<file path="src/rtl/register_file_if.sv">
// Write-back / operand-read bundle for register_file: one write port, two read ports.
// The slave modport belongs to the register file; the master side drives addresses and write data.
interface register_file_if #(
  parameter int unsigned DATA_W = 32,
  parameter int unsigned ADDR_W = 5
);
  logic              RegWrite;
  logic [ADDR_W-1:0] writeReg;
  logic [DATA_W-1:0] writeData;
  logic [ADDR_W-1:0] readReg1;
  logic [ADDR_W-1:0] readReg2;
  logic [DATA_W-1:0] readData1;
  logic [DATA_W-1:0] readData2;

  modport master (
    output RegWrite, writeReg, writeData, readReg1, readReg2,
    input  readData1, readData2
  );

  modport slave (
    input  RegWrite, writeReg, writeData, readReg1, readReg2,
    output readData1, readData2
  );
endinterface

</file>
<file path="src/rtl/register_file.sv">
// MIPS-style architectural register file: 1 synchronous write port, 2 combinational read ports, r0 hardwired to 0.
// Optional same-cycle write-through forwarding is enabled by defining REGFILE_WRITE_BYPASS_EN.
module register_file #(
  parameter int unsigned DATA_W   = 32,
  parameter int unsigned ADDR_W   = 5,
  parameter int unsigned NUM_REGS = 32
) (
  input logic           clk,
  input logic           rst,
  register_file_if.slave rf
);

  logic [DATA_W-1:0] regs [NUM_REGS];
  logic              writeEn;

  // Writes to r0 are dropped here so the stored r0 stays zero as well as its read value.
  assign writeEn = rf.RegWrite && (rf.writeReg != '0);

  // Storage: async clear of every entry; reset dominates any coincident write.
  always_ff @(posedge clk or posedge rst) begin
    if (rst) begin
      for (int i = 0; i < NUM_REGS; i++) begin
        regs[i] <= '0;
      end
    end else if (writeEn) begin
      regs[rf.writeReg] <= rf.writeData;
    end
  end

  // Read ports: stored value, optional forwarding of the in-flight write, then r0 forced to zero.
  always_comb begin
    rf.readData1 = regs[rf.readReg1];
    rf.readData2 = regs[rf.readReg2];
`ifdef REGFILE_WRITE_BYPASS_EN
    if (!rst && writeEn && (rf.readReg1 == rf.writeReg)) begin
      rf.readData1 = rf.writeData;
    end
    if (!rst && writeEn && (rf.readReg2 == rf.writeReg)) begin
      rf.readData2 = rf.writeData;
    end
`else
    // Decode relies on split-cycle timing or external forwarding for same-cycle hazards.
`endif
    if (rf.readReg1 == '0) begin
      rf.readData1 = '0;
    end
    if (rf.readReg2 == '0) begin
      rf.readData2 = '0;
    end
  end

endmodule

</file>
<file path="src/flat_wrapper.sv">
// flat-port wrapper written by rule: the top's interface ports become plain ports
module register_file_flat 
#(
  parameter int unsigned DATA_W   = 32,
  parameter int unsigned ADDR_W   = 5,
  parameter int unsigned NUM_REGS = 32
)
  (clk, rst, rf_RegWrite, rf_writeReg, rf_writeData, rf_readReg1, rf_readReg2, rf_readData1, rf_readData2);
  register_file_if #(.DATA_W(DATA_W), .ADDR_W(ADDR_W)) rf_i ();
  input logic clk;
  input logic rst;
  input wire logic [$bits(rf_i.RegWrite)-1:0] rf_RegWrite;
  input wire logic [$bits(rf_i.writeReg)-1:0] rf_writeReg;
  input wire logic [$bits(rf_i.writeData)-1:0] rf_writeData;
  input wire logic [$bits(rf_i.readReg1)-1:0] rf_readReg1;
  input wire logic [$bits(rf_i.readReg2)-1:0] rf_readReg2;
  output wire logic [$bits(rf_i.readData1)-1:0] rf_readData1;
  output wire logic [$bits(rf_i.readData2)-1:0] rf_readData2;
  assign rf_i.RegWrite = rf_RegWrite;
  assign rf_i.writeReg = rf_writeReg;
  assign rf_i.writeData = rf_writeData;
  assign rf_i.readReg1 = rf_readReg1;
  assign rf_i.readReg2 = rf_readReg2;
  assign rf_readData1 = rf_i.readData1;
  assign rf_readData2 = rf_i.readData2;
  register_file #(.DATA_W(DATA_W), .ADDR_W(ADDR_W), .NUM_REGS(NUM_REGS)) u_core (.clk(clk), .rst(rst), .rf(rf_i));
endmodule
</file>
<file path="config.mk">
export PLATFORM = sky130hd
export DESIGN_NAME = register_file_flat
export DESIGN_NICKNAME = d
export VERILOG_FILES = /design/src/rtl/register_file_if.sv /design/src/rtl/register_file.sv /design/src/flat_wrapper.sv
export SDC_FILE = /design/constraint.sdc
export NUM_CORES = 2
export LEC_CHECK = 0
export ABC_CLOCK_PERIOD_IN_PS = 93000
export CAP_MARGIN = 10
export CELL_PAD_IN_SITES_DETAIL_PLACEMENT = 0
export CELL_PAD_IN_SITES_GLOBAL_PLACEMENT = 1
export CORE_UTILIZATION = 56
export CTS_CLUSTER_DIAMETER = 120
export DETAILED_ROUTE_END_ITERATION = 6
export HOLD_SLACK_MARGIN = 0.06
export PLACE_DENSITY_LB_ADDON = 0.05
export SETUP_SLACK_MARGIN = 0.05
export SLEW_MARGIN = 20
export SYNTH_ARGS = -nofsm -noshare
export SYNTH_HDL_FRONTEND = slang
export SYNTH_SLANG_ARGS = --single-unit
</file>
<file path="constraint.sdc">
create_clock -name clk -period 93 [get_ports clk]
set_input_delay 23.25 -clock clk [delete_from_list [all_inputs] [get_ports clk]]
set_output_delay 23.25 -clock clk [all_outputs]
set_load 0.02 [all_outputs]
</file>
After elaboration in Yosys (flattened, before gate mapping):

Index checks and enable logic that the tools add are counted.

* register bits after elaboration: 1024
* input bits: 50
* output and inout port bits: 64
* logic and storage cells: 55

* magnitude comparators: 4
* mux-type cells: 11
* bitwise operators: 3
* reductions and logical operators: 5

Operators with widths (number)
* $bwmux 1024: 1
* $bmux 32 s5: 2
* $mux 32: 7
* $demux 32 s5: 1
* $ge 6x6->1 const B: 3
* $not 5->6: 3
* $logic_not 5->1: 2
* $lt 6x1->1 const B: 1
* $reduce_bool 5->1: 1
* $logic_and 1x1->1: 2

Logic depth before layout (Yosys ltp):

* depth in word-level cells: 6
* depth in mapped cells: 7
* gate-level depth less buffers: 4

Worst setup path after synthesis:

Ideal clock, no wire load.

* path type: input port to output port
* start: in rf_readReg1[0]
* end: out rf_readData1[23]
* arrival: 24.840 ns
* data required time: 69.750 ns
* slack: 44.910 ns
* cell stages on the path: 7
* path buffers: 3
* cell sequence: buf_4 buf_8 and2b_4 buf_6 a221oi_1 o21ai_0 a311oi_1

* cells in the longest elaborated chain, start to end: 5
* elaborated cells between the ends (all ways): 6
* those cells by class: mux: 4; bitwise: 1; reduce/logical: 1

RTL lines
* from (decl): line flat_wrapper.sv:15 `input wire logic [$bits(rf_i.readReg1)-1:0] rf_readReg1;`
* $not 5->6 (not written as such): line register_file.sv:32 `rf.readData1 = regs[rf.readReg1];`
* $bmux 32 s5: line register_file.sv:32
* $mux 32 (not written as such) (2 in a row): line register_file.sv:32
* $mux 32 (*): line register_file.sv:44 `if (rf.readReg1 == '0) begin`
* to (decl): line flat_wrapper.sv:17 `output wire logic [$bits(rf_i.readData1)-1:0] rf_readData1;`

Every way passes the cells marked *; elsewhere a longest branch is shown, timed or not. The select of a mux whose other input is x is not followed.

Worst setup path after layout:

* start: in rf_readReg2[2]
* end: out rf_readData2[31]

* cells in the longest elaborated chain, start to end: 5
* elaborated cells between the ends (all ways): 6
* those cells by class: mux: 4; bitwise: 1; reduce/logical: 1

RTL lines
* from (decl): line flat_wrapper.sv:16 `input wire logic [$bits(rf_i.readReg2)-1:0] rf_readReg2;`
* $not 5->6 (not written as such): line register_file.sv:33 `rf.readData2 = regs[rf.readReg2];`
* $bmux 32 s5: line register_file.sv:33
* $mux 32 (not written as such) (2 in a row): line register_file.sv:33
* $mux 32 (*): line register_file.sv:47 `if (rf.readReg2 == '0) begin`
* to (decl): line flat_wrapper.sv:18 `output wire logic [$bits(rf_i.readData2)-1:0] rf_readData2;`

Marks and branches as above.

==> reports/metrics.cfg <==
[sta]
post-route-period-util=0.545
max_freq_mhz=19.7
hold_violations=0
drv_slew=0
clock_skew_ns=0
setup_slack_ns=42.31
setup_viol=0
worst_slew_pin_slew_ns=1.16
final.setup.tns_ns=0
fin_crit_ns=50.69
rsz0062_at_grt=false
slew_headroom=0.229

[critical_path]
path_delay_family=buffers and inverters
crit_path_max_incr_delay_ns=0.87
crit_top_cell=buf_4
r2r_setup_slack_ns=92.16
critPathBufInv=4
arrival_ns=27.44
endpoint_kind=primary output
cp_slowest_cell=buf_4
crit_required_ns=69.75
reg2reg_depth=1
worstReg2RegStart=u_core.regs[317]
path_class=primary input to primary output
path_max_fanout=64
path_cells=buf_8 > buf_4 > buf_4 > mux2i_1 > a221oi_1 > o21ai_0 > a311oi_1 > clkdlybuf4s50_1
crit_path_start_kind=primary input
rr_endpoint=u_core.regs[317]

[cells_and_area]
final_common_cell=dfrtp_1
largest_reg_flops=1024
drive_gt1_frac=0.499
fin_nets=3547
area_growth_pct=9.36
regMostFlops=u_core.regs
mostFrequentLayoutCells=dfrtp_1 (1,024), mux2_2 (1,005), mux4_2 (448)
largestRegisters=u_core.regs x1024
final_cell_area_um2=60100
post-route-util=0.620

[detailed_routing]
vias=35600
dr.pass1.iters=7
wl_per_cell_um=37.3
via_per_inst=7.32
first_iter_violations=3662
antenna_left=0
drc_errors=22
routed_wl_mm=181

[worst_hold_path]
hold_path_class=flip-flop to flip-flop
min_from=u_core.regs[1006]
whs_path_depth=0
hold_end=u_core.regs[1006]

[cts]
cts-htree-levels=3
cts_setup_buffers=0
clock_sinks=1024
clk-insertion-delay-late_ns=0.70
clockBufferDepth=3
cts_made_buffers=112
post_cts_resized=0
clockRootBuffer=clkbuf_16
cts_tree=yes
hold_buffers=0
clk_pin_slew_ns=0.06

[synthesis]
synthCells=3614
yosysSeqAreaShare=0.467
syn-cell-area_um2=54900
syn-num-nets=3664
ys_warn_count=0
syn_avg_cell_area_um2=15.2
synth.distinct_cells=39
yosys_register_bits=1024

[run]
max_cap_viol_count=0

[global_route]
grt_use_total=0.373
grt_pass1_wl_mm=265
gr-total-overflow=0
grt_max_degree=176
grt_pass1_vias=37300
antenna_found_initial=1

[pwr]
seqPwrFrac=0.440
clockPowerShare=0.364
p_per_area_nw_per_um2=22.5
leakage_uw=0.0256
p_total_uw=1350
switching_share=0.269
p_comb_frac=0.196
ir_drop_mv=0.0154
p_int_uw=988
p_switching_uw=364

[placement]
dpl_worst_slack_ns=42.34
gp_congestion=0.802
place_area_um2=56000
io_buffers=113
dp_hpwl_mm=94.6

[floorplan]
initial_utilization=0.567
placementRows=114
ios=114
fp.dieH_um=315
core-area_um2=96900
die_w_um=315
die_area_um2=99300

[outcome]
run_status=finished, violations left
failed_checks=design-rule violations

[through the flow]
stage | hold WS (ns) | cells
floorplan | 0.441 | 3614
global placement | 0.377 | 4659
detailed placement | 0.384 | 4659
CTS | 0.397 | 4864
global route | 0.408 | 4864
finish | 0.397 | 4866
[synthesized netlist by cell type, drive strengths merged]
| master | number | area [µm²] |
|---|---|---|
| mux2 | 1056 | 11900 |
| dfrtp | 1024 | 25600 |
| mux4 | 448 | 10100 |
| buf | 246 | 1810 |
| clkbuf | 178 | 668 |
| mux2i | 128 | 1280 |
| o21ai | 111 | 556 |
| nor2b | 66 | 413 |
| a211oi | 64 | 480 |
| a22oi | 64 | 480 |
| a311oi | 64 | 561 |
| nand2 | 50 | 188 |
| a221oi | 47 | 418 |
| nor2 | 23 | 111 |
| o2111ai | 17 | 149 |
| nand3b | 4 | 30.0 |
| nor3b | 4 | 30.0 |
| inv | 3 | 11.3 |
| or2 | 3 | 18.8 |
| and2 | 2 | 12.5 |
| and2b | 2 | 20.0 |
| nand2b | 2 | 12.5 |
| nand3 | 2 | 10.0 |
| or4 | 2 | 22.5 |
| and3 | 1 | 6.26 |
| and3b | 1 | 8.76 |
| nor3 | 1 | 5.00 |
| or3b | 1 | 8.76 |
[layout make-up]
type,instances,area [µm²]
Inverter,3,23.8
Timing Repair Buffer,193,1750
Clock buffer,150,3200
Antenna cell,2,5.00
Tap cell,1276,1600
Sequential cell,1024,25600
Fill cell,7114,36800
Clock inverter,55,862
Multi-Input combinational cell,2163,27000
[worst max path at each step]
stage	startpoint	end	slack [ns]	cells after the start
after global placement	rf_readReg2[2]	rf_readData2[31]	42.37	8
after CTS	rf_readReg2[2]	rf_readData2[31]	42.35	8
after floorplan	rst	u_core.regs[0]	40.93	1
after global routing	rf_readReg2[2]	rf_readData2[31]	42.27	8
after detailed placement	rf_readReg2[2]	rf_readData2[31]	42.34	8
final	rf_readReg2[2]	rf_readData2[31]	42.31	8
[power by group through the flow]
stage,clock network (µW),logic [µW],registers (µW)
floorplan,0,210,578
global placement,0,256,588
detailed placement,0,264,599
CTS,497,265,591
global route,515,282,605
finish,492,265,595
[metal layers]
| layer | track usage | vias up | part of all wire |
|---|---|---|---|
| li1 | - | 13800 | - |
| met1 | 0.515 | 19500 | 0.40 |
| met2 | 0.576 | 1871 | 0.47 |
| met3 | 0.0945 | 463 | 0.095 |
| met5 | 0 | - | 0 |
| met4 | 0.136 | 0 | 0.040 |
[logic make-up (layout without fill, tap and decap cells)]
| family | count (synthesis) | after routing | share of synthesized area |
|---|---|---|---|
| other | 0 | 2 | 0 |
| AND/OR/NAND/NOR | 164 | 164 | 0.0163 |
| buffers and inverters | 427 | 401 | 0.0454 |
| AO/OA/AOI/OAI | 367 | 367 | 0.0481 |
| multiplexers | 1632 | 1632 | 0.424 |
| flip-flops | 1024 | 1024 | 0.467 |
(Power assumes the default switching activity.)
==> RTL edit (config.mk and constraints unchanged) <==
`ADDR_W` is set to 5 in 3 places; all go to 4.
--- a/src/rtl/register_file_if.sv
+++ b/src/rtl/register_file_if.sv
@@ -2,7 +2,7 @@
 // The slave modport belongs to the register file; the master side drives addresses and write data.
 interface register_file_if #(
   parameter int unsigned DATA_W = 32,
-  parameter int unsigned ADDR_W = 5
+  parameter int unsigned ADDR_W = 4
 );
   logic              RegWrite;
   logic [ADDR_W-1:0] writeReg;
--- a/src/rtl/register_file.sv
+++ b/src/rtl/register_file.sv
@@ -2,7 +2,7 @@
 // Optional same-cycle write-through forwarding is enabled by defining REGFILE_WRITE_BYPASS_EN.
 module register_file #(
   parameter int unsigned DATA_W   = 32,
-  parameter int unsigned ADDR_W   = 5,
+  parameter int unsigned ADDR_W   = 4,
   parameter int unsigned NUM_REGS = 32
 ) (
   input logic           clk,
--- a/src/flat_wrapper.sv
+++ b/src/flat_wrapper.sv
@@ -2,7 +2,7 @@
 module register_file_flat 
 #(
   parameter int unsigned DATA_W   = 32,
-  parameter int unsigned ADDR_W   = 5,
+  parameter int unsigned ADDR_W   = 4,
   parameter int unsigned NUM_REGS = 32
 )
   (clk, rst, rf_RegWrite, rf_writeReg, rf_writeData, rf_readReg1, rf_readReg2, rf_readData1, rf_readData2);
Interface: changed (resized rf_readReg1, rf_readReg2 and rf_writeReg); port bits go from 114 to 111. No check against the original RTL was run, so the function may have changed too.
==> RTL edit against the original RTL <==
- area after synthesis is 54% lower
- sequential cell count decreased by 544
- worst setup slack better by 0.40 ns
- synthesized cell count decreased by 52%
- cell area fell by 52%
- critical path depth is the same
- non-clock buffer count decreased by 51
- worst hold slack improved by 0.13 ns
- via count decreased by 54%
- power decreased by 51%
- routed wire length down 62%
- fmax increased by 0.79%
- critical endpoint is now rf_readData2[0]
==> RTL edit: results (changes against the original RTL) <==
- Dominant cells by area after synthesis: dfrtp_1 (47%), mux2_2 (24%), mux4_2 (14%)
* Total clock network power: 218 uW (-56%)
* Avg Inst Size Synth: 14.5 sq um (-4.4%)
- The part of the total power dissipated in sequential elements is 0.443 (+0.003).
- The post-detailed-placement cell area was 26700 sq um (-52%).
- The final routed wirelength across all metal layers was 69400 um (-62%).
* RR Startpoint: u_core.regs[964]
- The total vias in the final route came to 16200 (-54%).
- The leakage power was 11.8 nW (-54%).
- Slack of the worst reg-to-reg path: 92.17 ns (about the same)
- Slew margin rel.: 0.189 (-0.0406)
- Placement Setup Slack: 42.73 ns (+0.386 ns)
* Multiplexer area fraction after synthesis: 0.420 (-0.00310)
- The iteration count of the initial detailed-routing pass is 5 (-2).
* Global-route wire length before repair: 107000 um (-60%)
* Synth cell count leaders: mux2_2 (532), dfrtp_1 (480), mux4_2 (161), mux2i_1 (93), buf_2 (78)
- The complex-gate fraction of the synthesized area was 0.0531 (+0.00494).
* Pin count of the biggest net entering global routing: 177 (+0.57%)
- Drt via density: 6.77 (-7.6%)
* Synthesized Nets: 1798 (-51%)
- Maximum clock frequency: 19.9 MHz (+0.79%)
- Critical path destination: rf_readData2[0]
- Detailed-placement wirelength estimate: 37100 um (-61%)
* Worst reg2reg path endpoint: u_core.regs[964]
* Initial antenna violation count: 2 (+1)
- Vias in the first global route: 16900 (-55%)
- I/O Buffers: 110 (-2.7%)
- The critical path arrival was 27.04 ns (-0.40 ns).
* Status: finished clean
* Count of fill cells added during filler insertion: 3327 (-53%)
- H-tree depth: 2 (-1)
- The cell internal power dissipation was 481 uW (-51%).
* Cell Count Post-Placement: 2302 (-51%)
- GP Congestion: 0.772 (-3.7%)
- CTS buffer count: 53 (-53%)
* Peak per-stage delay on the critical path: 0.81 ns (-0.06 ns)
- The number of buffer and inverter instances along the worst setup path is 4 (unchanged).
- Startpoint of the most critical setup path: rf_readReg2[0]
- Share of synthesized area occupied by flip-flops and latches: 0.472 (+0.00569)
- The ratio of cells with drive above 1 in the final layout is 0.465 (-0.0340).
- The areal power density over the cells came to 23.2 nW/um^2 (+3.1%).
- The aggregate global-route resource usage came to 0.306 (-0.0669).
- Maximum vdd ir drop: 0.0207 mV (+35%)
- The number of DRC violations after detailed-routing iteration 0 is 1337 (-63%).
==> RTL edit: cell count changes in the layout (fill, tap and decap cells not counted), moves of 38 or more <==
| cell | delta |
|---|---|
| nor2b_1 | -61 |
| o21ai_1 | -95 |
| a211oi_1 | -64 |
| dfrtp_1 | -544 |
| mux2_2 | -473 |
| buf_4 | -41 |
| mux4_2 | -287 |
| a21oi_1 | +62 |
| mux2_1 | -38 |
| a311oi_1 | -63 |
| clkbuf_16 | -60 |
==> RTL edit: layout make-up <==
cell class,count,area (sq um),area share
Antenna cell,1,2.50,0.0000876
Clock buffer,83,1640,0.0575
Clock inverter,12,166,0.00583
Inverter,1,11.3,0.000394
Multi-Input combinational cell,1088,12600,0.442
Sequential cell,480,12000,0.421
Tap cell,592,741,0.0259
Timing Repair Buffer,142,1360,0.0476
==> RTL edit: metal layers <==
| metal | up-vias | global-route usage | part of all wire | routed length, um |
|---|---|---|---|---|
| met5 | - | 0 | 0.00014 | 10 |
| met4 | 2 | 0.0934 | 0.025 | 1720 |
| met3 | 109 | 0.0474 | 0.058 | 4020 |
| met2 | 531 | 0.483 | 0.47 | 32800 |
| met1 | 8821 | 0.441 | 0.45 | 30900 |
| li1 | 6775 | - | - | - |
==> RTL edit: how the worst min path moves through the flow <==
stage	start	to	slack, ns	depth (start not counted)
5_1_grt	u_core.regs[862]	u_core.regs[862]	0.54	1
3_5_place_dp	u_core.regs[881]	u_core.regs[881]	0.50	1
4_1_cts	u_core.regs[880]	u_core.regs[880]	0.52	1
2_1_floorplan	u_core.regs[919]	u_core.regs[919]	0.47	1
3_3_place_gp	u_core.regs[880]	u_core.regs[880]	0.49	1
6_report	u_core.regs[881]	u_core.regs[881]	0.52	1
==> RTL edit: logic make-up after synthesis <==
logic type	after synthesis
mux	799
flops	480
compound gates	190
buf+inv	183
simple gates	99
